$ cat src/rtl/gpio_reg_arbiter_pkg.sv
//==============================================================================
// gpio_reg_arbiter_pkg : gpio register codes, arbiter FSM states, emesh fields
// Revision: 1.0
//==============================================================================
`default_nettype none

package gpio_reg_arbiter_pkg;

  localparam logic [3:0] GPIO_DIR     = 4'd0;
  localparam logic [3:0] GPIO_IDATA   = 4'd1;
  localparam logic [3:0] GPIO_ODATA   = 4'd2;
  localparam logic [3:0] GPIO_OCLR    = 4'd3;
  localparam logic [3:0] GPIO_OSET    = 4'd4;
  localparam logic [3:0] GPIO_OXOR    = 4'd5;
  localparam logic [3:0] GPIO_IMASK   = 4'd6;
  localparam logic [3:0] GPIO_ITYPE   = 4'd7;
  localparam logic [3:0] GPIO_IPOL    = 4'd8;
  localparam logic [3:0] GPIO_ILAT    = 4'd9;
  localparam logic [3:0] GPIO_ILATCLR = 4'd10;

  localparam logic [1:0] DATAMODE_32 = 2'b10;

  localparam int PKT_WRITE     = 0;
  localparam int PKT_DMODE_LSB = 1;
  localparam int PKT_DST_LSB   = 8;

  typedef enum logic [1:0] {
    ST_IDLE  = 2'd0,
    ST_ISSUE = 2'd1,
    ST_WAIT  = 2'd2,
    ST_RESP  = 2'd3
  } arb_state_t;

  // Registers sit on 8-byte strides; block id lives in bits [10:8].
  function automatic logic [31:0] gpio_dstaddr(input logic [2:0] id, input logic [3:0] reg_sel);
    return {21'b0, id, 1'b0, reg_sel, 3'b0};
  endfunction

endpackage

`default_nettype wire

$ cat src/rtl/gpio_rr_arbiter.sv
//==============================================================================
// gpio_rr_arbiter : combinational round-robin one-hot pick after last_grant
// Revision: 1.0
//==============================================================================
`default_nettype none

module gpio_rr_arbiter #(
  parameter int NR = 4,
  parameter int IW = $clog2(NR)
) (
  input  logic [NR-1:0] req,
  input  logic [IW-1:0] last_grant,
  output logic [NR-1:0] grant,
  output logic [IW-1:0] grant_idx,
  output logic          grant_any
);

  int            cand;
  logic [IW-1:0] cand_idx;

  // Search starts one past the previous winner so nobody is served twice in a row while others wait.
  always_comb begin
    grant     = '0;
    grant_idx = '0;
    grant_any = 1'b0;
    cand      = 0;
    cand_idx  = '0;
    for (int k = 1; k <= NR; k++) begin
      cand     = (int'(last_grant) + k) % NR;
      cand_idx = IW'(cand);
      if (!grant_any && req[cand_idx]) begin
        grant_any       = 1'b1;
        grant[cand_idx] = 1'b1;
        grant_idx       = cand_idx;
      end
    end
  end

endmodule

`default_nettype wire

$ cat src/rtl/gpio_reg_arbiter.sv
//==============================================================================
// gpio_reg_arbiter : shares one gpio register port among NR requesters
// Revision: 1.0
//==============================================================================
`default_nettype none

module gpio_reg_arbiter
  import gpio_reg_arbiter_pkg::*;
#(
  parameter int NR     = 4,
  parameter int AW     = 32,
  parameter int PW     = 104,
  parameter int ID     = 0,
  parameter int RD_LAT = 1
) (
  input  logic            clk,
  input  logic            nreset,
  input  logic [NR-1:0]   req_valid,
  output logic [NR-1:0]   req_ready,
  input  logic [NR-1:0]   req_write,
  input  logic [4*NR-1:0] req_reg,
  input  logic [32*NR-1:0] req_wdata,
  output logic [NR-1:0]   rsp_valid,
  output logic [31:0]     rsp_rdata,
  output logic            busy,
  output logic            reg_access,
  output logic [PW-1:0]   reg_packet,
  input  logic [31:0]     reg_rdata
);

  localparam int IW       = $clog2(NR);
  localparam int DATA_LSB = PKT_DST_LSB + AW;
  localparam int SRC_LSB  = DATA_LSB + AW;

  arb_state_t    state;
  logic [IW-1:0] last_grant;
  logic [IW-1:0] owner;
  logic [IW-1:0] grant_idx;
  logic [NR-1:0] grant;
  logic          grant_any;
  logic          is_write;
  logic [1:0]    cnt;
  logic [PW-1:0] next_packet;
  logic          sel_write;
  logic [3:0]    sel_reg;
  logic [31:0]   sel_wdata;

  gpio_rr_arbiter #(.NR(NR)) u_rr (
    .req        (req_valid),
    .last_grant (last_grant),
    .grant      (grant),
    .grant_idx  (grant_idx),
    .grant_any  (grant_any)
  );

  assign busy      = (state != ST_IDLE);
  assign req_ready = (nreset && !busy) ? grant : '0;

  always_comb begin
    sel_write = 1'b0;
    sel_reg   = '0;
    sel_wdata = '0;
    for (int i = 0; i < NR; i++) begin
      if (grant[i]) begin
        sel_write = req_write[i];
        sel_reg   = req_reg[4*i +: 4];
        sel_wdata = req_wdata[32*i +: 32];
      end
    end
    next_packet                        = '0;
    next_packet[PKT_WRITE]             = sel_write;
    next_packet[PKT_DMODE_LSB +: 2]    = DATAMODE_32;
    next_packet[PKT_DST_LSB +: AW]     = AW'(gpio_dstaddr(3'(ID), sel_reg));
    next_packet[DATA_LSB +: AW]        = sel_write ? AW'(sel_wdata) : '0;
    next_packet[SRC_LSB +: AW]         = AW'(grant_idx);
  end

  always_ff @(posedge clk or negedge nreset) begin
    if (!nreset) begin
      state      <= ST_IDLE;
      last_grant <= IW'(NR - 1);
      owner      <= '0;
      is_write   <= 1'b0;
      cnt        <= '0;
      reg_access <= 1'b0;
      reg_packet <= '0;
      rsp_valid  <= '0;
      rsp_rdata  <= '0;
    end else begin
      case (state)
        ST_IDLE: begin
          if (grant_any) begin
            last_grant <= grant_idx;
            owner      <= grant_idx;
            is_write   <= sel_write;
            reg_packet <= next_packet;
            reg_access <= 1'b1;
            state      <= ST_ISSUE;
          end
        end
        ST_ISSUE: begin
          reg_access <= 1'b0;
          if (is_write) begin
            state <= ST_IDLE;
          end else begin
            cnt   <= 2'(RD_LAT - 1);
            state <= ST_WAIT;
          end
        end
        ST_WAIT: begin
          if (cnt == 2'd0) begin
            rsp_rdata        <= reg_rdata;
            rsp_valid[owner] <= 1'b1;
            state            <= ST_RESP;
          end else begin
            cnt <= cnt - 2'd1;
          end
        end
        ST_RESP: begin
          rsp_valid <= '0;
          state     <= ST_IDLE;
        end
        default: state <= ST_IDLE;
      endcase
    end
  end

endmodule

`default_nettype wire
$ cat config.mk
export PLATFORM = sky130hd
export DESIGN_NAME = gpio_reg_arbiter
export DESIGN_NICKNAME = d
export VERILOG_FILES = /design/src/rtl/gpio_reg_arbiter_pkg.sv /design/src/rtl/gpio_rr_arbiter.sv /design/src/rtl/gpio_reg_arbiter.sv
export SDC_FILE = /design/constraint.sdc
export NUM_CORES = 1
export LEC_CHECK = 0
export ABC_AREA = 1
export CORE_MARGIN = 5
export CORE_UTILIZATION = 30
export CTS_CLUSTER_SIZE = 40
export DETAILED_ROUTE_END_ITERATION = 10
export MAX_ROUTING_LAYER = met4
export PLACE_DENSITY_LB_ADDON = 0.2
export SLEW_MARGIN = 5
export SYNTH_ARGS = -nofsm -noshare
export SYNTH_HDL_FRONTEND = slang
export SYNTH_SLANG_ARGS = --single-unit
$ cat constraint.sdc
create_clock -name clk -period 3.03 [get_ports clk]
set_input_delay 0.303 -clock clk [delete_from_list [all_inputs] [get_ports clk]]
set_output_delay 0.303 -clock clk [all_outputs]
set_load 0.005 [all_outputs]
# --- Word-level counts from Yosys, hierarchy flattened ---
# Cells that the tools add are included.
# Widths: inputs -> output; s select.
op_classes:
  add_sub_neg: 5
  order_cmp: 10
  n_eq_ne: 7
  muxes: 55
  bitwise_logic: 4
  reduce_logical: 25
op_table:
  columns: ["op", "count"]
  rows:
  - ["$mux 32", 5]
  - ["$mux 4", 10]
  - ["$mux 1", 18]
  - ["$mux 2", 9]
  - ["$or 4x4->4", 4]
  - ["$lt 2x3->1 const B", 5]
  - ["$demux 1 s2", 5]
  - ["$ge 2x1->1 const B", 5]
  - ["$reduce_and 2->1", 5]
  - ["$logic_and 1x1->1", 9]
  - ["$bmux 1 s2", 4]
  - ["$ne 2x2->1 const B", 4]
  - ["$pmux 2 s4", 1]
  - ["$pmux 4 s2", 1]
  - ["$reduce_bool 2->1", 4]
  - ["$add 2x1->2 const B", 2]
  - ["$add 2x2->2 const B", 2]
  - ["$eq 2x2->1 const B", 2]
  - ["$logic_not 1->1", 4]
  - ["$logic_not 2->1", 2]
  - ["$pmux 2 s2", 1]
  - ["$reduce_and 3->1", 1]
  - ["$eq 2x1->1 const B", 1]
  - ["$pmux 1 s2", 1]
  - ["$sub 2x1->2 const B", 1]
word_totals:
  ff_bits: 86
  in_bits: 186
  output_inout_bits: 146
  wordCells: 115

# --- Logic depth before layout (Yosys ltp) ---
# Gate-level depths: netlist of the first run.
depth:
  word_depth: 18
  ltp_mapped: 17
  ltp_nobuf: 15

# --- By module ---
# A second synthesis of the first run with hierarchy kept.
hier_totals:
  cells_unflattened: 786
  hier_area_um2: 6070.8
modules_own_cells:
  columns: ["mod", "instances", "cells_each", "area_per_inst_um2", "seq_area_each_um2"]
  rows:
  - ["gpio_reg_arbiter", 1, 705, 5535.3, 2079.5]
  - ["gpio_rr_arbiter", 1, 81, 535.5, 0.0]

# --- Least setup slack after synthesis of the first run ---
# No wires, ideal clock.
synth_path:
  path_type: "reg2out"
  start: "register last_grant[1]"
  end: "output port req_ready[3]"
  t_arrival_ns: 2.195
  t_required_ns: 2.727
  setup_slack_ns: 0.532
  stages_incl_launch_ff: 15
  path_buffers: 2
  path_cell_list: "dfstp_2 inv_1 ha_1 inv_1 nand2_2 nand2_4 nor2_8 nand3_2 inv_2 nand2_1 nand3_2 buf_6 buf_2 nand2_1 inv_1"
synth_between:
  elab_chain_cells: 14
  elab_cells_between_ends: 49
synth_lines:
  columns: ["item", "line_no", "source"]
  rows:
  - ["start, declared", "gpio_reg_arbiter.sv:36", "logic [IW-1:0] last_grant;"]
  - ["start signal, assigned", "gpio_reg_arbiter.sv:81", "last_grant <= IW'(NR - 1);"]
  - ["start signal, assigned", "gpio_reg_arbiter.sv:93", "last_grant <= grant_idx;"]
  - ["parallel branches: the longest is 12 deep, another holds $lt 2x3->1", null, null]
  - ["$mux 4 (*)", "gpio_rr_arbiter.sv:31", "if (!grant_any && req[cand_idx]) begin"]
  - ["$mux 4 (*)", "gpio_reg_arbiter.sv:57", "assign req_ready = (nreset && !busy) ? grant : '0;"]
  - ["end, declared", "gpio_reg_arbiter.sv:19", "output logic [NR-1:0] req_ready,"]
# Mark *: on every way between the ends. The select of a mux whose other input is x is not followed.

# --- Worst setup path after layout of the first run ---
layout_path:
  start: "register last_grant[0]"
  end: "output port req_ready[3]"
# Same word-level chain as after synthesis.

==> qor.yml, run 1 <==
ys_seq_elements: 83
place_hpwl_mm: 15.7
dieArea_sq_um: 21900
synth_top_family_by_area: "simple AND/OR/NAND/NOR gates"
avgSynthCellArea_sq_um: 7.01
max_slew_margin_pct: 51.8
met1_usage_pct: 23.6
synthMuxAreaShare_pct: 0
cts_tree: "built"
synth_warnings: 0
busiest_layer: "met2"
layout-drive-gt1-share_pct: 7.78
drtIter0Drc: 171
h-tree-depth: 3
finClkSkew_ns: 0.0101
rows: 50
status: "completed"
final_antenna_net_count: 0
overflow: 0
worst_hold_slack_ns: 0.467
p_seq_share_pct: 17.0
synth_fa_ha_area_share_pct: 1.97
hold_path_depth: 2
syn_area_sq_um: 5720
p_int_uw: 5350
worst-slew-pin-transition_ns: 0.723
grt_usage_pct: 18.7
yosysSeqAreaShare_pct: 36.4
grt_max_degree: 54
irDropWorstVdd_mv: 0.573
synth_top_area_share_pct: 35.5
max_freq_mhz: 343
worstSetupPathType: "reg -> out"
powerDensity_nw_per_um2: 1220
hp-class: "reg -> reg"
required_ns: 2.73
swShare_pct: 49.9
setup_slack_ns: 0.116
yosys.area_share.simple_pct: 33.0
port_buffers: 267
use_met2_pct: 29.3
synth.area.top_cells: "dfrtp_1 (35%), nand2_1 (22%), buf_4 (9.5%)"
die_height_um: 148
clk_pin_slew_ns: 0.07
cts_buffers: 9
finalWirelength_mm: 21.2
p_comb_share_pct: 71.1
final_common_cell: "nand2_1"
route.detailed.drc: 0
maxCapViolCount: 0
ys.flop_type: "dfrtp_1"
core_sq_um: 18700
cts_root_buf: "clkbuf_16"
final_nets: 1270
start_kind: "flop"
layout_common_cells: "nand2_1 (337), clkdlybuf4s50_1 (263), dfrtp_1 (81)"
synth-compound-area-share_pct: 10.5
grt_pass1_vias: 5625
p_leak_uw: 0.00445
critical_path.max_fanout: 10
crit_arrival_ns: 2.61
clock_latency_ns: 0.34
slew_violations: 0
p_sw_uw: 5340
antenna_found_initial: 1
first_pass_iters: 5
synth_edf_count: 0
area_growth_pct: 53.4
synth_top_area_cell: "dfrtp_1"
avgRoutedWirePerCell_um: 16.1
cp-end-kind: "output pin"
pre_cts_ws_ns: 0.265
pin_count: 332
gp_congestion: 0.919
clk_path_buf_depth: 2
grt_pass1_wl_mm: 31.2
vias: 5858
synth_xor_area_share_pct: 0
grt_use_met3_pct: 5.76
period_minus_slack_ns: 2.91
synth_async_sr_flop_share_pct: 100
rsz0062_at_grt: "yes"
finalHoldViolCount: 0
clock-sinks: 83
viasPerCell: 4.45
initial_core_util_pct: 30.6
synth_cells: 815
synth.distinct_cells: 36
setup_viol: 0
die_w_um: 148
period_share_pct: 96.2
p_clk_share_pct: 12.0
reg2regPathDepth: 17
## state kept, by name, summed over array words and instances (netlist names), named ones only
name,flops
reg_access,1
last_grant,2
owner,2
rsp_rdata,32
reg_packet,38
rsp_valid,4
cnt,2
state,1
## synthesized netlist by cell type, types with 2 or more instances
cell,n
nand3_4,2
nor2_1,10
ha_1,9
nand2_2,7
a21boi_1,2
nand3_2,4
nand3_1,75
buf_6,14
buf_4,72
nand4_1,4
o21ai_0,8
o21ai_1,5
clkbuf_1,9
inv_1,54
dfrtp_1,81
inv_2,5
a21oi_1,77
nand2_1,338
dfstp_2,2
buf_1,2
buf_2,12
a21oi_2,9
## per-layer routing
layer / vias up / routed length (um)
met2: 224 / 9840
met3: 15 / 1870
met5: - / 0
li1: 2966 / -
met4: 0 / 265
met1: 2653 / 9190
## timing repair
item                                    in CTS  in global routing
hold buffers                                 1                  0
pin swaps                                    0                  3
resized for setup                            1                  5
endpoints found under the setup margin       4                  4
cloned                                       0                  1
endpoints found under the hold margin        4                  0
buffers inserted                             1                  6
## power groups by stage
| stage | logic (uW) | clock network (uW) | registers (uW) |
|---|---|---|---|
| after floorplan | 5130 | 0 | 1850 |
| after global placement | 7480 | 0 | 1830 |
| after detailed placement | 7480 | 0 | 1840 |
| after CTS | 7560 | 1320 | 1820 |
| after global routing | 8480 | 1360 | 1880 |
| final | 7600 | 1280 | 1820 |
## per-stage QoR
| step | area, sq um | util, % | TNS (ns) | cells | power, uW |
|---|---|---|---|---|---|
| final | 8770 | 46.9 | 0 | 1315 | 10700 |
| after global routing | 8770 | 46.9 | -0.0376 | 1315 | 11700 |
| after CTS | 8690 | 46.5 | 0 | 1307 | 10700 |
| after detailed placement | 8320 | 44.5 | 0 | 1289 | 9320 |
| after global placement | 8320 | 44.5 | 0 | 1289 | 9310 |
| after floorplan | 5950 | - | 0 | 878 | 6970 |
## kinds of logic (layout without fill, tap and decap cells)
kind of cell,count (synthesis),in the layout
AOI/OAI and AO/OA,107,107
buffers and inverters,170,371
adders and majority gates,9,9
other,1,65
DFF,83,83
and+or+nand+nor,445,446
## area by class of cell
| type | instances | area, sq um |
|---|---|---|
| antenna | 1 | 2.50 |
| fill | 1902 | 9930 |
| inverter | 61 | 234 |
| timing repair buffer | 294 | 2920 |
| clock inverter | 6 | 113 |
| multi-input combinational | 626 | 2900 |
| tap | 234 | 293 |
| clock buffer | 10 | 229 |
| sequential | 83 | 2080 |
## final timing paths
path / start / to / slack (ns)
min: rsp_rdata[1] / rsp_rdata[1] / 0.47
max reg2reg: last_grant[0] / reg_packet[60] / 0.33
max in group asynchronous: nreset / state[0] / 1.31
min in group asynchronous: nreset / reg_packet[64] / 0.65
min reg2reg: rsp_rdata[1] / rsp_rdata[1] / 0.47
max: last_grant[0] / req_ready[3] / 0.12
## worst max-delay path, cell delays in order, from the launching register on
cell and delay [ns]:
dfstp_2 0.55, inv_4 0.07, ha_4 0.29, inv_1 0.07, nand2_2 0.12, nand2_8 0.10, nor2_8 0.13, nand3_2 0.09
inv_2 0.06, nand2_1 0.08, nand3_4 0.10, nand2_1 0.06, inv_1 0.06, clkdlybuf4s50_1 0.49
No activity file was read; power rests on OpenSTA's default activity.
==> run 2: changes to the inputs <==
--- a/config.mk
+++ b/config.mk
@@ -8,7 +8,6 @@
 export ABC_AREA = 1
 export CORE_MARGIN = 5
 export CORE_UTILIZATION = 30
-export CTS_CLUSTER_SIZE = 40
 export DETAILED_ROUTE_END_ITERATION = 10
 export MAX_ROUTING_LAYER = met4
 export PLACE_DENSITY_LB_ADDON = 0.2
==> results of run 2 <==
Final layout, timing and power as in run 1 (identical DEF).
==> run 3: changes to the inputs <==
--- a/config.mk
+++ b/config.mk
@@ -7,7 +7,7 @@
 export LEC_CHECK = 0
 export ABC_AREA = 1
 export CORE_MARGIN = 5
-export CORE_UTILIZATION = 30
+export CORE_UTILIZATION = 39
 export DETAILED_ROUTE_END_ITERATION = 10
 export MAX_ROUTING_LAYER = met4
 export PLACE_DENSITY_LB_ADDON = 0.2
==> run 3 against run 2 <==
Cell count is 4.3% lower. Clock power fell by 5%. Critical path depth fell by 2. Die area decreased by 22%. Global-route usage increased by 4.2 points. Via count down 0.75%. Combinational power down 4.9%. Cell area down 2.0%. First-iteration DRC count rose by 120%. Highest routed layer unchanged.
==> qor.yml, run 3 (synthesis results as in run 1) <==
die_w_um: 131  # was 148 um
fin_util_pct: 59.3  # was 46.9%
core_sq_um: 14500  # was 18,700 sq um
max_slew_margin_pct: 26.2  # was 51.8%
cts_root_buf: "clkbuf_16"  # unchanged
required_ns: 2.73  # about the same
grt_pass1_wl_mm: 29.4  # was 31.2 mm
max_freq_mhz: 347  # was 343 MHz
layout_common_cells: "nand2_1 (338), clkdlybuf4s50_1 (264), dfrtp_1 (81)"  # was nand2_1 (337), clkdlybuf4s50_1 (263), dfrtp_1 (81)
swShare_pct: 50.4  # was 49.9%
worst-slew-pin-transition_ns: 1.11  # was 0.723 ns
clock-sinks: 83  # unchanged
r2r_start: "last_grant[1]"  # was last_grant[0]
worstSetupPathType: "reg -> out"  # unchanged
slew_violations: 0  # unchanged
irDropWorstVdd_mv: 0.759  # was 0.573 mV
timing.rr.end: "reg_packet[69]"  # was reg_packet[60]
route.detailed.drc: 0  # unchanged
dieArea_sq_um: 17200  # was 21,900 sq um
status: "completed"  # unchanged
final_nets: 1262  # was 1,270
first_pass_iters: 6  # was 5
antenna_found_initial: 0  # was 1
place_hpwl_mm: 15.2  # was 15.7 mm
grt_usage_pct: 22.9  # was 18.7%
rows: 44  # was 50
pre_cts_ws_ns: 0.254  # was 0.265 ns
avgRoutedWirePerCell_um: 16.1  # about the same
clk_pin_slew_ns: 0.07  # about the same
area_growth_pct: 50.3  # was 53.4%
cp-end-kind: "output pin"  # unchanged
pin_count: 332  # unchanged
finalHoldViolCount: 0  # unchanged
powerDensity_nw_per_um2: 1190  # was 1220 nW/um^2
drtIter0Drc: 375  # was 171
crit_arrival_ns: 2.58  # was 2.61 ns
layout-drive-gt1-share_pct: 7.00  # was 7.78%
viasPerCell: 4.62  # was 4.45
worst_hold_slack_ns: 0.361  # was 0.467 ns
clk_path_buf_depth: 2  # unchanged
gp_congestion: 0.880  # was 0.919
top_register: "reg_packet"  # unchanged
p_leak_uw: 0.00437  # was 0.00445 uW
h-tree-depth: 3  # unchanged
maxCapViolCount: 0  # unchanged
final_antenna_net_count: 0  # unchanged
reg2regPathDepth: 16  # was 17
initial_core_util_pct: 39.5  # was 30.6%
grt_pass1_vias: 5555  # was 5,625
largest_register_ffs: 38  # unchanged
finalWirelength_mm: 20.3  # was 21.2 mm
die_height_um: 131  # was 148 um
p_clk_share_pct: 11.9  # was 12.0%
grt_max_degree: 83  # was 54
hp-class: "in -> async"  # was reg -> reg
critical_path.max_fanout: 6  # was 10
setup_viol: 0  # unchanged
setup_slack_ns: 0.152  # was 0.116 ns
final_common_cell: "nand2_1"  # unchanged
cts_buffers: 9  # unchanged
p_seq_share_pct: 17.7  # was 17.0%
port_buffers: 267  # unchanged
finClkSkew_ns: 0.00935  # was 0.0101 ns
p_int_uw: 5080  # was 5350 uW
p_comb_share_pct: 70.5  # was 71.1%
clock_latency_ns: 0.34  # about the same
overflow: 0  # unchanged
period_share_pct: 95.0  # was 96.2%
start_kind: "flop"  # unchanged
period_minus_slack_ns: 2.88  # was 2.91 ns
rrSetupSlack_ns: 0.46  # was 0.33 ns
top_regs: "reg_packet (38), rsp_rdata (32), rsp_valid (4)"  # unchanged
cts_tree: "built"  # unchanged
vias: 5814  # was 5,858
p_sw_uw: 5170  # was 5340 uW
[run 3: layer usage]
layer  routed length [um]  track usage (%)  vias up  part of all wire [%]
met5                    0                -        -                     0
met4                  498             7.86        0                   2.5
met3                 2030             6.20       29                    10
li1                     -                -     2947                     -
met2                 9680             36.3      221                    48
met1                 8060             28.2     2617                    40
[run 3: critical path, cell delays in order (launching register included)]
cell	delay (ns)
dfstp_2	0.53
inv_1	0.07
ha_4	0.29
inv_1	0.07
nand2_2	0.10
nand2_4	0.10
nor2_4	0.20
a21boi_1	0.11
nand3_2	0.13
nand2_1	0.06
inv_1	0.05
clkdlybuf4s50_1	0.53
[run 3: final cells by class]
type / instances / area, sq um
inverter: 61 / 231
antenna: 2 / 5.00
clock inverter: 5 / 85.1
clock buffer: 11 / 243
tap: 184 / 230
fill: 1434 / 5890
timing repair buffer: 287 / 2840
sequential: 83 / 2080
multi-input combinational: 625 / 2880
[run 3: metrics by stage]
| step | cell area, sq um | setup TNS (ns) | power, uW | cells |
|---|---|---|---|---|
| 2_1_floorplan | 5950 | 0 | 6970 | 878 |
| 3_3_place_gp | 8220 | 0 | 9070 | 1238 |
| 3_5_place_dp | 8220 | 0 | 9110 | 1238 |
| 4_1_cts | 8570 | 0 | 10400 | 1256 |
| 5_1_grt | 8590 | -0.0149 | 11300 | 1256 |
| 6_report | 8590 | 0 | 10300 | 1258 |
[run 3: timing repair]
action	CTS	global route
gates resized for setup	0	3
pin swaps	1	0
endpoints found under the hold margin	1	0
hold buffers	1	0
cloned	0	0
setup endpoints to repair	4	4
buffers inserted	1	0
[run 3: worst max-delay path by stage]
stage	start	slack [ns]	to	cells past startpoint
2_1_floorplan	last_grant[1]	0.53	req_ready[3]	14
5_1_grt	last_grant[1]	-0.01	req_ready[0]	11
3_3_place_gp	last_grant[1]	0.28	reg_packet[58]	16
3_5_place_dp	last_grant[1]	0.25	owner[0]	11
4_1_cts	last_grant[0]	0.005	req_ready[3]	13
6_report	last_grant[1]	0.15	req_ready[0]	11
[run 3: power groups by stage]
stage | sequential [uW] | combinational (uW) | clock (uW)
5_1_grt | 1870 | 8140 | 1290
6_report | 1810 | 7230 | 1220
2_1_floorplan | 1850 | 5130 | 0
3_3_place_gp | 1820 | 7250 | 0
4_1_cts | 1810 | 7330 | 1250
3_5_place_dp | 1820 | 7290 | 0
